File: src/rtl/pdm_pkg.sv
// Shared PDM helpers: clock divisor, accumulator sizing, full-scale constant and saturation.
package pdm_pkg;

  function automatic int unsigned half_div(input int unsigned in_freq, input int unsigned out_freq);
    int unsigned d;
    d = in_freq / (2 * out_freq);
    return (d < 1) ? 1 : d;
  endfunction

  function automatic int unsigned acc_width(input int unsigned pcm_width);
    return pcm_width + 3;
  endfunction

  function automatic logic signed [63:0] full_scale(input int unsigned pcm_width);
    return 64'sd1 <<< (pcm_width - 1);
  endfunction

  // Clamp v into the signed range of a width-bit register.
  function automatic logic signed [63:0] sat(input logic signed [63:0] v, input int unsigned width);
    logic signed [63:0] hi;
    logic signed [63:0] lo;
    hi = (64'sd1 <<< (width - 1)) - 64'sd1;
    lo = -(64'sd1 <<< (width - 1));
    if (v > hi) return hi;
    if (v < lo) return lo;
    return v;
  endfunction

endpackage

File: src/rtl/pdm_tx_clk_gen.sv
// PDM bit clock divider; fall_tick marks the cycle in which pdm_clk is registered 1->0.
module pdm_tx_clk_gen
  import pdm_pkg::*;
#(
  parameter int unsigned INPUT_FREQ  = 50_000_000,
  parameter int unsigned OUTPUT_FREQ = 2_400_000
) (
  input  logic clk,
  input  logic rst_n,
  input  logic en,
  output logic pdm_clk,
  output logic fall_tick
);

  localparam int unsigned HALF  = half_div(INPUT_FREQ, OUTPUT_FREQ);
  localparam int unsigned DIV_W = $clog2(HALF + 1);
  localparam logic [DIV_W-1:0] DIV_MAX = DIV_W'(HALF - 1);

  logic [DIV_W-1:0] div;
  logic             wrap;

  assign wrap      = en && (div == DIV_MAX);
  assign fall_tick = wrap && pdm_clk;

  always_ff @(posedge clk or negedge rst_n) begin
    if (!rst_n) begin
      div     <= '0;
      pdm_clk <= 1'b0;
    end else if (!en) begin
      div     <= '0;
      pdm_clk <= 1'b0;
    end else if (wrap) begin
      div     <= '0;
      pdm_clk <= ~pdm_clk;
    end else begin
      div <= div + DIV_W'(1);
    end
  end

endmodule

File: src/rtl/pdm_speaker_tx.sv
// PCM-to-PDM playback path: one-entry sample buffer, OSR bit counter and 2nd-order sigma-delta.
module pdm_speaker_tx
  import pdm_pkg::*;
#(
  parameter int unsigned INPUT_FREQ = 50_000_000,
  parameter int unsigned PDM_FREQ   = 2_400_000,
  parameter int unsigned PCM_WIDTH  = 16,
  parameter int unsigned OSR        = 50
) (
  input  logic                        clk,
  input  logic                        rst_n,
  input  logic                        en,
  input  logic signed [PCM_WIDTH-1:0] pcm_data,
  input  logic                        pcm_valid,
  output logic                        pcm_ready,
  output logic                        underrun,
  output logic                        pdm_clk,
  output logic                        pdm_data
);

  localparam int unsigned ACC_W = acc_width(PCM_WIDTH);
  localparam int unsigned CNT_W = $clog2(OSR);
  localparam logic [CNT_W-1:0] CNT_MAX = CNT_W'(OSR - 1);
  localparam logic signed [63:0] FS = full_scale(PCM_WIDTH);

  logic                        fall_tick;
  logic                        buf_full;
  logic                        xfer;
  logic                        boundary;
  logic signed [PCM_WIDTH-1:0] buf_data;
  logic signed [PCM_WIDTH-1:0] cur_sample;
  logic [CNT_W-1:0]            cnt;
  logic signed [ACC_W-1:0]     i1;
  logic signed [ACC_W-1:0]     i2;
  logic signed [ACC_W-1:0]     i1n;
  logic signed [ACC_W-1:0]     i2n;
  logic signed [63:0]          x_ext;
  logic signed [63:0]          fb;

  pdm_tx_clk_gen #(
    .INPUT_FREQ  (INPUT_FREQ),
    .OUTPUT_FREQ (PDM_FREQ)
  ) u_clk_gen (
    .clk       (clk),
    .rst_n     (rst_n),
    .en        (en),
    .pdm_clk   (pdm_clk),
    .fall_tick (fall_tick)
  );

  assign pcm_ready = en & ~buf_full;
  assign xfer      = pcm_valid & pcm_ready;
  assign boundary  = fall_tick && (cnt == '0);

  // Modulator step uses the pre-load sample; a freshly loaded sample acts from the next tick.
  always_comb begin
    x_ext = 64'(cur_sample);
    fb    = pdm_data ? FS : -FS;
    i1n   = ACC_W'(sat(64'(i1) + x_ext - fb, ACC_W));
    i2n   = ACC_W'(sat(64'(i2) + 64'(i1n) - fb, ACC_W));
  end

  always_ff @(posedge clk or negedge rst_n) begin
    if (!rst_n) begin
      buf_full   <= 1'b0;
      buf_data   <= '0;
      cur_sample <= '0;
      cnt        <= '0;
      i1         <= '0;
      i2         <= '0;
      pdm_data   <= 1'b0;
      underrun   <= 1'b0;
    end else if (!en) begin
      buf_full   <= 1'b0;
      buf_data   <= '0;
      cur_sample <= '0;
      cnt        <= '0;
      i1         <= '0;
      i2         <= '0;
      pdm_data   <= 1'b0;
      underrun   <= 1'b0;
    end else begin
      underrun <= 1'b0;
      // Sample boundary: buffered sample, same-cycle bypass, or silence with an underrun flag.
      if (boundary) begin
        if (buf_full) begin
          cur_sample <= buf_data;
          buf_full   <= 1'b0;
        end else if (xfer) begin
          cur_sample <= pcm_data;
        end else begin
          cur_sample <= '0;
          underrun   <= 1'b1;
        end
      end else if (xfer) begin
        buf_data <= pcm_data;
        buf_full <= 1'b1;
      end
      if (fall_tick) begin
        cnt      <= (cnt == CNT_MAX) ? '0 : cnt + CNT_W'(1);
        i1       <= i1n;
        i2       <= i2n;
        pdm_data <= ~i2n[ACC_W-1];
      end
    end
  end

endmodule
File: config.mk
export PLATFORM = sky130hd
export DESIGN_NAME = pdm_speaker_tx
export DESIGN_NICKNAME = d
export VERILOG_FILES = /design/src/rtl/pdm_pkg.sv /design/src/rtl/pdm_tx_clk_gen.sv /design/src/rtl/pdm_speaker_tx.sv
export SDC_FILE = /design/constraint.sdc
export NUM_CORES = 1
export LEC_CHECK = 0
export CORE_MARGIN = 2
export CORE_UTILIZATION = 63
export DETAILED_ROUTE_END_ITERATION = 7
export PLACE_DENSITY = 0.81
export SLEW_MARGIN = 20
export SYNTH_ARGS = -nofsm -noshare
export SYNTH_HDL_FRONTEND = slang
export SYNTH_HIERARCHICAL = 1
export SYNTH_SLANG_ARGS = --single-unit
File: constraint.sdc
create_clock -name clk -period 11.5 [get_ports clk]
set_input_delay 2.3 -clock clk [delete_from_list [all_inputs] [get_ports clk]]
set_output_delay 2.3 -clock clk [all_outputs]
set_load 0.01 [all_outputs]
### After elaboration in Yosys (flattened, before gate mapping)

Index checks and enable logic that the tools add are counted.

* reductions and logical operators: 5
* $add $sub $neg: 6
* magnitude comparators: 4
* equal/unequal tests: 8
* muxes and demuxes: 42
* bitwise gates (word level): 5

Operators by type and width (number)
* $mux W19: 12
* $gt A64 B19 Y1 const B: 2
* $lt A64 B19 Y1 const B: 2
* $sub A20 B64 Y64: 2
* $mux W16: 7
* $mux W64: 1
* $add A19 B16 Y20: 1
* $add A19 B19 Y20: 1
* $mux W6: 3
* $mux W1: 17
* $mux W4: 2
* $ne A2 B1 Y1 const B: 4
* $add A6 B1 Y6 const B: 1
* $eq A6 B6 Y1 const B: 1
* $logic_not A6 Y1: 1
* $add A4 B1 Y4 const B: 1
* $eq A4 B4 Y1 const B: 1
* $logic_and A1 B1 Y1: 3
* $ne A3 B1 Y1 const B: 1
* $not A1 Y1: 3
* $and A1 B1 Y1: 2
* $ne A2 B2 Y1 const B: 1
* $reduce_and A2 Y1: 1

* register bits after elaboration: 84
* output and inout port bits: 4
* logic and storage cells: 80
* input port bits: 20

### Longest topological paths before layout

Gate-level depths: netlist of run 1.

* depth in word-level cells: 17
* mapped depth: 41
* mapped depth without buffers: 37

### Cells and area by module

The synthesis of run 1 kept the hierarchy.

Modules (own cells, without submodules)
* pdm_speaker_tx: seq. area each 1976.9 sq um, cells an instance 856, times used 1, area each 7509.7 sq um
* pdm_tx_clk_gen: seq. area each 125.1 sq um, cells an instance 24, times used 1, area each 267.8 sq um

### Worst setup path after synthesis of run 1

Ideal clock, no wire load.

* path kind: register to register
* start point: register pdm_data
* end point: register i2[0]
* path buffers: 5
* cell stages (with the launch flop): 41
* arrival: 8.987 ns
* library setup time: 0.126 ns
* slack: 2.387 ns
* period minus slack after synthesis: 9.113 ns
* data required time: 11.374 ns
* cell sequence: dfrtp_1 -> inv_1 -> fa_1 -> inv_1 -> ha_1 -> clkbuf_1 -> a21oi_1 -> o21bai_1 -> a41o_1 -> a21oi_1 -> o31a_1 -> fa_1 -> or4bb_1 -> nor3_1 -> nand4_1 -> nor4_1 -> o221ai_1 -> a211oi_2 -> [... 5 more ...] -> inv_1 -> ha_1 -> a21o_1 -> a21o_1 -> a21oi_1 -> o31a_1 -> o21ai_1 -> a21oi_1 -> o21bai_1 -> fa_1 -> nor4b_1 -> nand4_1 -> nor4_1 -> nand3b_1 -> o211a_1 -> clkbuf_1 -> buf_1 -> a221o_1

* word-level cells in the longest chain between the ends: 16
* elaborated cells on any way between the ends: 22
* those cells by class: 3 x add/sub; 4 x order compare; 15 x mux

RTL lines
* start: declaration: line pdm_speaker_tx.sv:18 `output logic pdm_data`
* start signal: assignment: line pdm_speaker_tx.sv:103 `pdm_data <= ~i2n[ACC_W-1];`
* $mux W64 *: line pdm_speaker_tx.sv:58 `fb = pdm_data ? FS : -FS;`
* $sub A20 B64 Y64: line pdm_speaker_tx.sv:59 `i1n = ACC_W'(sat(64'(i1) + x_ext - fb, ACC_W));`
* $lt A64 B19 Y1: line pdm_pkg.sv:25 `if (v < lo) return lo;`
* $mux W1 (2 in series): line pdm_pkg.sv:25
* $mux W19: line pdm_pkg.sv:26 `return v;`
* $mux W19: line pdm_pkg.sv:25
* $add A19 B19 Y20: line pdm_speaker_tx.sv:60 `i2n = ACC_W'(sat(64'(i2) + 64'(i1n) - fb, ACC_W));`
* $sub A20 B64 Y64 *: line pdm_speaker_tx.sv:60
* $lt A64 B19 Y1: line pdm_pkg.sv:25
* $mux W1 (2 in series): line pdm_pkg.sv:25
* $mux W19: line pdm_pkg.sv:26
* $mux W19 *: line pdm_pkg.sv:25
* $mux W19 *: line pdm_speaker_tx.sv:99 `if (fall_tick) begin`
* $mux W19 *: line pdm_speaker_tx.sv:73 `end else if (!en) begin`
* end signal: assignment: line pdm_speaker_tx.sv:102 `i2 <= i2n;`
* end: declaration: line pdm_speaker_tx.sv:34 `logic signed [ACC_W-1:0] i2;`

Every way passes the cells marked *; elsewhere a longest branch is shown, timed or not. The select of a mux whose other input is x is not followed.
A chain may end at the register's enable or synchronous reset.

### Worst setup path in the final report of run 1

* start point: register pdm_data
* end point: register i2[1]

The elaborated chain is that of the path after synthesis.

==> flow_metrics.tcl, run 1 <==
set metrics [dict create \
    clock_path_buffers 2 \
    holdBufCountCts 0 \
    io_buffers 23 \
    end_kind "flop" \
    ys_ff_latch 84 \
    detail_route.wirelength_mm 17.1 \
    netlist.area_leader.share_pct 27.0 \
    crit_required_ns 11.77 \
    grt_pass1_wl_mm 29.5 \
    drv_slew 0 \
    synth_ff_type "dfrtp_1" \
    syn_nets 1007 \
    fin_total_pwr_mw 0.612 \
    post_cts_buffers 0 \
    clockRootBuffer "clkbuf_16" \
    synthDistinctLibCells 68 \
    grt_max_degree 85 \
    synth_seq_area_share_pct 27.0 \
    reg2reg_from "pdm_data" \
    core_area_um2 12000 \
    fin_hold_ws_ns 0.502 \
    wl_per_cell_um 16.6 \
    postRouteAntennaNets 0 \
    finalSetupViolCount 0 \
    cap_violations 0 \
    slew_headroom_pct 26.8 \
    worstHoldStart "i1[6]" \
    grt_usage_pct 27.5 \
    slowest_delay_ns 0.62 \
    path_clk_slew_ns 0.06 \
    postSynthAreaPerCell_um2 8.84 \
    drt_iter0_drc 485 \
    viasPerCell 6.21 \
    status "finished, final reports clean" \
    powerDensity_nw_per_um2 73.2 \
    final_area_um2 8350 \
    die_h_um 115 \
    drive_above_1_share_pct 5.78 \
    htreeDepth 3 \
    ios 24 \
    cts_num_sinks 84 \
    drc 0 \
    nets 1005 \
    hold_violations 0 \
    worstMarginPinSlew_ns 1.10 \
    synth-edff-count 0 \
    cts_buffers 9 \
    synth_warnings 6 \
    cts_tree "yes" \
    fmax_ghz 0.0941 \
    rsz0062_at_grt "false" \
    grt_pass1_vias 6208 \
    dr.pass1.iters 5 \
    final.setup_skew_ns 0.00754 \
    cp.arrival_ns 10.90 \
    postSynthCellCount 880 \
    finalCriticalPeriod_ns 10.63 \
    synth_area_um2 7780 \
    crit_type "flop to flop" \
    antenna_found_initial 0 \
    dpl.cell_count 1014 \
    die_area_um2 13300 \
    cts_resized 0 \
    gp_congestion 0.899 \
    clk-insertion-delay-late_ns 0.34 \
    crit_path_start_kind "flop" \
    area_growth_pct 7.40 \
    hold_path_end "i1[6]" \
    grt-ovfl-total 0 \
    leakage_nw 4.22 \
    dp_hpwl_mm 12.8 \
    reg2reg_setup_slack_ns 0.87 \
    vias 6394 \
    diodes 0 \
    r2r_end "i2[1]" \
    holdPathStages 2 \
    place_area_um2 8060 \
    fin_setup_tns_ns 0 \
    final_cells 1030 \
    synthArstFlopShare_pct 100 \
    synth.area.top_cells "dfrtp_1 27%, ha_1 12%, fa_1 8.2%" \
    synth_top_cell_by_area "dfrtp_1" \
    cpMaxStageDelayCell "o31a_1" \
    r2r_cells 37 \
    die_w_um 115 \
    initial_core_util_pct 64.7 \
    path_max_fanout 20 \
    hold_path.class "flop to flop" \
    rows 40 \
    ir_drop_uv 73.1 \
    finalCritPeriodShare_pct 92.4 \
]
==> metal layers <==
| layer | track usage, % | vias to the layer above | wire length (um) |
|---|---|---|---|
| met5 | 0 | - | 0 |
| met4 | 7.95 | 0 | 262 |
| met3 | 3.95 | 25 | 799 |
| met2 | 44.7 | 182 | 8250 |
| met1 | 38.7 | 3097 | 7760 |
| li1 | - | 3090 | - |
==> worst max path at each step <==
stage             start     end  cells after the start
2_1_floorplan  pdm_data   i2[0]                     40
3_3_place_gp   pdm_data  i2[14]                     37
3_5_place_dp   pdm_data   i2[0]                     37
4_1_cts        pdm_data   i2[1]                     37
5_1_grt        pdm_data   i2[0]                     37
6_report       pdm_data   i2[1]                     37
==> report_power, final <==
group	switching (mW)	internal (mW)	total, mW
registers	0.00338	0.299	0.302
clock network	0.123	0.154	0.277
logic	0.0198	0.0124	0.0322
total	0.147	0.465	0.612
==> metrics by stage <==
step / util (%) / worst slack, ns
4_1_cts: 69.5 / 0.719
5_1_grt: 69.5 / 0.0266
2_1_floorplan: - / 2.39
6_report: 69.5 / 0.875
3_3_place_gp: 67.1 / 1.08
3_5_place_dp: 67.1 / 0.754
==> cell type report <==
cell class	count	area (um2)
Fill cell	898	3660
Clock inverter	6	47.5
Tap cell	147	184
Sequential cell	84	2100
Inverter	126	473
Multi-Input combinational cell	627	5020
Clock buffer	10	239
Timing Repair Buffer	30	284
==> synth_stat cells, drive strengths merged, types with 5 or more instances <==
cell type	count
dfrtp	84
o31a	10
o21bai	10
or3	5
inv	126
or2	5
and3	5
xor2	7
mux2i	6
xnor2	23
nand4b	7
nand3	21
a22oi	16
fa	32
nand4	8
o21a	11
a21boi	17
o211a	20
o211ai	19
nor2	29
nor4b	6
buf	9
nor2b	8
a31oi	6
nand2b	9
a21o	18
and2	11
nor4	6
nor3	6
ha	75
clkbuf	34
a221o	17
o21ai	29
a21oi	54
nand2	90
==> registers in the layout, summed over array words and instances (netlist names) <==
| register | count |
|---|---|
| buf_data | 16 |
| buf_full | 1 |
| cnt | 6 |
| cur_sample | 16 |
| i1 | 19 |
| i2 | 19 |
| pdm_data | 1 |
| u_clk_gen/div | 4 |
| u_clk_gen/pdm_clk | 1 |
| underrun | 1 |
==> cells by family after synthesis <==
group	count (synthesis)	share of synthesized area (%)
xor gates and xnor gates	30	3.38
buffers and inverters	169	8.48
and+or+nand+nor	234	15.9
AOI/OAI and AO/OA	249	24.0
adders and majority gates	107	20.3
muxes	7	0.917
DFF	84	27.0
==> worst max-delay path: cells and delay by family (launching register included) <==
kind / cells / cell delay (ns)
buf+inv: 5 / 0.69
flops: 1 / 0.56
fa+ha+maj: 6 / 2.47
simple gates: 11 / 2.82
compound gates: 15 / 4.03
==> placed cells by master, fill, tap and decap left out, types with 8 or more instances in the layout <==
master / count
a21boi_1: 17
a21o_1: 18
a21oi_1: 44
a21oi_2: 10
a221o_1: 17
a22oi_1: 16
and2_1: 11
clkbuf_16: 9
clkdlybuf4s50_1: 22
dfrtp_1: 84
fa_1: 32
ha_1: 75
inv_1: 124
nand2_1: 90
nand2b_1: 9
nand3_1: 21
nand4_1: 8
nor2_1: 29
o211a_1: 20
o211ai_1: 19
o21a_1: 11
o21ai_0: 17
o21ai_1: 11
o21bai_1: 10
o31a_1: 10
xnor2_1: 23
Note: power is estimated with default switching activity, not from simulation.
==> inputs of run 2 (changes only) <==
--- a/config.mk
+++ b/config.mk
@@ -9,6 +9,7 @@
 export CORE_UTILIZATION = 63
 export DETAILED_ROUTE_END_ITERATION = 7
 export PLACE_DENSITY = 0.81
+export SKIP_CTS_REPAIR_TIMING = 1
 export SLEW_MARGIN = 20
 export SYNTH_ARGS = -nofsm -noshare
 export SYNTH_HDL_FRONTEND = slang
==> results of run 2 <==
No change in the layout: final DEF, timing and power equal those of run 1.
